--- config.mk ---
export PLATFORM = sky130hd
export DESIGN_NAME = ms_flood_fill
export DESIGN_NICKNAME = d
export VERILOG_FILES = /design/src/rtl/ms_flood_fill.sv
export SDC_FILE = /design/constraint.sdc
export NUM_CORES = 1
export LEC_CHECK = 0
export CORE_ASPECT_RATIO = 0.75
export CORE_MARGIN = 1.5
export CORE_UTILIZATION = 45
export CTS_CLUSTER_SIZE = 10
export DETAILED_ROUTE_END_ITERATION = 16
export PLACE_DENSITY = 0.82
export SETUP_SLACK_MARGIN = 0.3
export SYNTH_ARGS = -nofsm -noshare
export SYNTH_HDL_FRONTEND = slang
export SYNTH_SLANG_ARGS = --single-unit
--- constraint.sdc ---
create_clock -name clk -period 3 [get_ports clk]
set_input_delay 0.75 -clock clk [delete_from_list [all_inputs] [get_ports clk]]
set_output_delay 0.75 -clock clk [all_outputs]
set_load 0.01 [all_outputs]
--- src/rtl/ms_flood_fill.sv ---
// ms_flood_fill: flood-fill sequencer for an 8x8 minesweeper board.
// A click seeds one cell. If that cell is a mine, the game is lost. Otherwise
// the open region grows once per cycle using the external neighbour-check
// vector, until it stops growing or MAX_ITER expansion cycles have been used.
//
// Ports
//   clk         : clock, rising edge
//   rst_n       : synchronous active-low reset
//   start       : single-cycle click request, accepted only in IDLE
//   click_idx   : clicked cell, row = idx/8, column = idx%8
//   clear_board : new game, clears all open state, returns to IDLE
//   is_mine     : mine map, must be stable while busy
//   check       : per cell, "some neighbour is open and zero" (combinational from open)
//   open        : registered open-cell map
//   busy        : high in SEED and EXPAND
//   done        : one-cycle pulse when a click completes without a mine
//   hit_mine    : high while in LOST
//   iter_count  : count of expansion cycles that changed open during the last click
module ms_flood_fill #(
  parameter int unsigned MAX_ITER = 64
) (
  input  logic        clk,
  input  logic        rst_n,
  input  logic        start,
  input  logic [5:0]  click_idx,
  input  logic        clear_board,
  input  logic [63:0] is_mine,
  input  logic [63:0] check,
  output logic [63:0] open,
  output logic        busy,
  output logic        done,
  output logic        hit_mine,
  output logic [6:0]  iter_count
);

  typedef enum logic [2:0] {IDLE, SEED, EXPAND, FIN, LOST} state_t;

  localparam logic [6:0] ITER_CAP = 7'(MAX_ITER);

  state_t      state, state_nx;
  logic [5:0]  idx, idx_nx;
  logic [63:0] open_nx, grown;
  logic [6:0]  iter_nx;

  always_ff @(posedge clk) begin
    if (!rst_n) begin
      state      <= IDLE;
      idx        <= '0;
      open       <= '0;
      iter_count <= '0;
    end else begin
      state      <= state_nx;
      idx        <= idx_nx;
      open       <= open_nx;
      iter_count <= iter_nx;
    end
  end

  always_comb begin
    // Growth is an OR onto open, so bits of open never clear here.
    grown    = open | (check & ~is_mine);
    state_nx = state;
    idx_nx   = idx;
    open_nx  = open;
    iter_nx  = iter_count;

    if (clear_board) begin
      state_nx = IDLE;
      open_nx  = '0;
      iter_nx  = '0;
    end else begin
      case (state)
        IDLE: begin
          if (start) begin
            idx_nx   = click_idx;
            iter_nx  = '0;
            state_nx = SEED;
          end
        end
        SEED: begin
          if (is_mine[idx]) begin
            open_nx[idx] = 1'b1;
            state_nx     = LOST;
          end else if (open[idx]) begin
            state_nx = FIN;
          end else begin
            open_nx[idx] = 1'b1;
            state_nx     = EXPAND;
          end
        end
        EXPAND: begin
          // A growth cycle that brings the count up to the cap is applied and
          // also ends the click, so at most MAX_ITER growth cycles occur.
          if ((grown != open) && (iter_count < ITER_CAP)) begin
            open_nx = grown;
            iter_nx = iter_count + 7'd1;
            if (iter_count + 7'd1 == ITER_CAP) state_nx = FIN;
          end else begin
            state_nx = FIN;
          end
        end
        FIN:     state_nx = IDLE;
        LOST:    state_nx = LOST;
        default: state_nx = IDLE;
      endcase
    end
  end

  assign busy     = (state == SEED) || (state == EXPAND);
  assign done     = (state == FIN);
  assign hit_mine = (state == LOST);

endmodule
==> results.py <==
metrics = {
    "outcome": {
        "status": "finished with violations",
        "violations": "negative setup slack",
    },
    "timing": {
        "setup_viol": 1,
        "tightest_slew_ns": 0.7342,
        "drv_slew": 0,
        "finalHoldViolations": 0,
        "holdWs_ns": 0.5304,
        "fin_crit_ns": 3.001,
        "post-route-period-util_pct": 100.0,
        "setup_ws_ns": -0.001400,
        "slew_headroom_pct": 50.87,
        "rsz0062_at_grt": "yes",
        "clock_skew_ns": 0.007206,
        "max_freq_ghz": 0.3332,
        "tns_ns": -0.001400,
    },
    "route": {
        "routed.top_layer": "met4",
        "drt-wirelength-per-cell_um": 27.37,
        "num_vias": 7795,
        "wl_met2_um": 13100,
        "drtAntennaViolNets": 0,
        "first_pass_iters": 7,
        "drc_errors": 0,
        "via_per_inst": 6.941,
        "route.met3.wl_um": 4702,
        "drt_iter0_drc": 1237,
        "wl_met1_um": 11370,
        "wl_um": 30740,
    },
    "yosys": {
        "synth_nets": 788,
        "synth_area_mm2": 0.005622,
        "syn_inst": 649,
        "synth_cell_types": 64,
        "synth.most_common_cell": "dfxtp_1",
        "async_flop_share_pct": 0,
        "synthTopCellsByArea": "dfxtp_1 28%, a22o_1 11%, o32ai_1 10%, nor3b_1 8.7%, inv_1 4.3%",
        "synth_top_area_cell": "dfxtp_1",
        "yosysWarnings": 0,
        "synth_edf_count": 0,
        "synth_commonest_cells": "80 x dfxtp_1, 68 x a22o_1, 65 x inv_1, 65 x nor3b_1, 64 x o32ai_1",
        "avgSynthCellArea_um2": 8.662,
        "ys_seq_area_share_pct": 28.49,
        "synth_top_cell_area_share_pct": 28.49,
        "synth-main-ff-cell": "dfxtp_1",
        "synth-seq-cells": 80,
    },
    "placed_design": {
        "dp_cells": 1091,
        "pre_cts_ws_ns": -0.5849,
        "io_buffers": 211,
        "gp_congestion": 1.012,
        "placed_cell_area_mm2": 0.008573,
        "dpl.hpwl_um": 20790,
    },
    "global_route": {
        "grt_overflow": 0,
        "grt_pass1_wl_um": 41830,
        "grt_pass1_vias": 7008,
        "grt_max_degree": 45,
        "track_usage_pct": 41.74,
        "antenna_found_initial": 1,
    },
    "worst_setup_path": {
        "worstPathArrival_ns": 3.29,
        "cp-start-kind": "flop",
        "crit_path_end_kind": "flop",
        "worstSetupPathType": "reg -> reg",
        "crit_fanout": 8,
        "worstPathRequired_ns": 3.29,
    },
    "flow_run": {
        "maxCapViolCount": 0,
    },
    "floorplanning": {
        "rows": 35,
        "ios": 212,
        "initial_core_util_pct": 46.01,
        "die_w_um": 132.1,
        "core_mm2": 0.01222,
        "die_area_mm2": 0.01318,
        "fp.dieH_um": 99.80,
    },
    "cells_and_area": {
        "antenna_cells": 0,
        "nFillCells": 711,
        "drive_gt1_share_pct": 28.63,
        "postLayoutCellArea_mm2": 0.01004,
        "design.final.nets": 1091,
        "syn_to_final_growth_pct": 78.63,
        "utilization_pct": 82.19,
        "layout.cells.non_filler": 1123,
    },
    "cts": {
        "htreeDepth": 3,
        "clkLatencyLatePin_ns": 0.35,
        "hold_buffers": 0,
        "path_clk_slew_ns": 0.07,
        "root_buffer": "clkbuf_16",
        "max-clock-path-buffers": 2,
        "cts_sinks": 80,
        "cts_tree": "built",
        "cts_made_buffers": 9,
    },
    "worst_hold_path": {
        "hold_class": "reg -> reg",
    },
    "power_and_ir_drop": {
        "powerDensity_mw_per_mm2": 313.7,
        "p_leak_nw": 4.682,
        "p_total_mw": 3.150,
        "ir_drop_uv": 290.2,
    },
}
[layout by cell type, fill, tap and decap left out, types with 5 or more instances in the layout]
| cell type | n |
|---|---|
| a21oi_1 | 11 |
| a221oi_1 | 14 |
| a22o_1 | 68 |
| a22oi_1 | 17 |
| buf_4 | 113 |
| clkbuf_16 | 12 |
| clkbuf_2 | 12 |
| clkdlybuf4s50_1 | 87 |
| dfxtp_1 | 76 |
| dlygate4sd2_1 | 5 |
| dlymetal6s2s_1 | 104 |
| inv_1 | 65 |
| mux2_2 | 13 |
| mux2i_1 | 15 |
| nand2_1 | 29 |
| nand3_1 | 10 |
| nand4_1 | 7 |
| nor2_1 | 22 |
| nor2b_1 | 11 |
| nor3b_1 | 9 |
| nor3b_2 | 19 |
| nor3b_4 | 37 |
| nor4_2 | 11 |
| o21ai_0 | 7 |
| o32ai_1 | 64 |
[report_power, final]
part / switching, mW / leakage, nW / internal (mW)
logic: 0.413 / 3.88 / 0.408
registers: 0.0212 / 0.647 / 1.07
clock network: 0.488 / 0.152 / 0.752
total: 0.922 / 4.68 / 2.23
[registers in the layout (all words and copies together) (netlist names)]
register	cells
open	64
idx	6
iter_count	7
state	3
[path summary, 6_finish.rpt]
path,start,endpoint,slack [ns],depth (start not counted)
max,idx[1],open[21],-0.001,10
min,iter_count[0],iter_count[0],0.53,1
max reg2reg,idx[1],open[21],-0.001,10
min reg2reg,iter_count[0],iter_count[0],0.53,1
[critical path, cell delays in order, from the launching register on]
cell and delay (ns):
dfxtp_2 0.44, nor2b_1 0.58, a22oi_1 0.27, o22a_1 0.29, o311ai_4 0.30, a2111oi_4 0.09, buf_4 0.17, a311oi_4 0.23
buf_6 0.24, clkbuf_16 0.19, a22o_1 0.14
[layout make-up]
cell class | count | area, um2 | share of cell area (%)
Clock buffer | 11 | 242.7 | 2.417
Timing Repair Buffer | 336 | 3387 | 33.73
Sequential cell | 80 | 1607 | 16.00
Clock inverter | 5 | 80.08 | 0.7974
Multi-Input combinational cell | 458 | 4267 | 42.49
Inverter | 67 | 251.5 | 2.504
Tap cell | 166 | 207.7 | 2.068
[layer usage]
| metal | GRT usage, % | vias up |
|---|---|---|
| li1 | - | 3184 |
| met1 | 55.70 | 3676 |
| met2 | 62.18 | 777 |
| met3 | 13.64 | 158 |
| met4 | 17.44 | 0 |
| met5 | 0 | - |
[logic make-up after synthesis]
kind of cell	synth area share [%]
DFF	28.49
and+or+nand+nor	21.66
buffers and inverters	8.858
AOI/OAI and AO/OA	33.23
muxes	7.545
adders and majority gates	0.2225
[repair_timing]
action,4_1_cts,5_1_grt
gates resized for setup,49,243
cloned,1,4
hold endpoints to repair,0,0
setup endpoints to repair,74,75
pin swaps,5,33
setup buffers,7,4
Power figures use the tool's default switching activity.
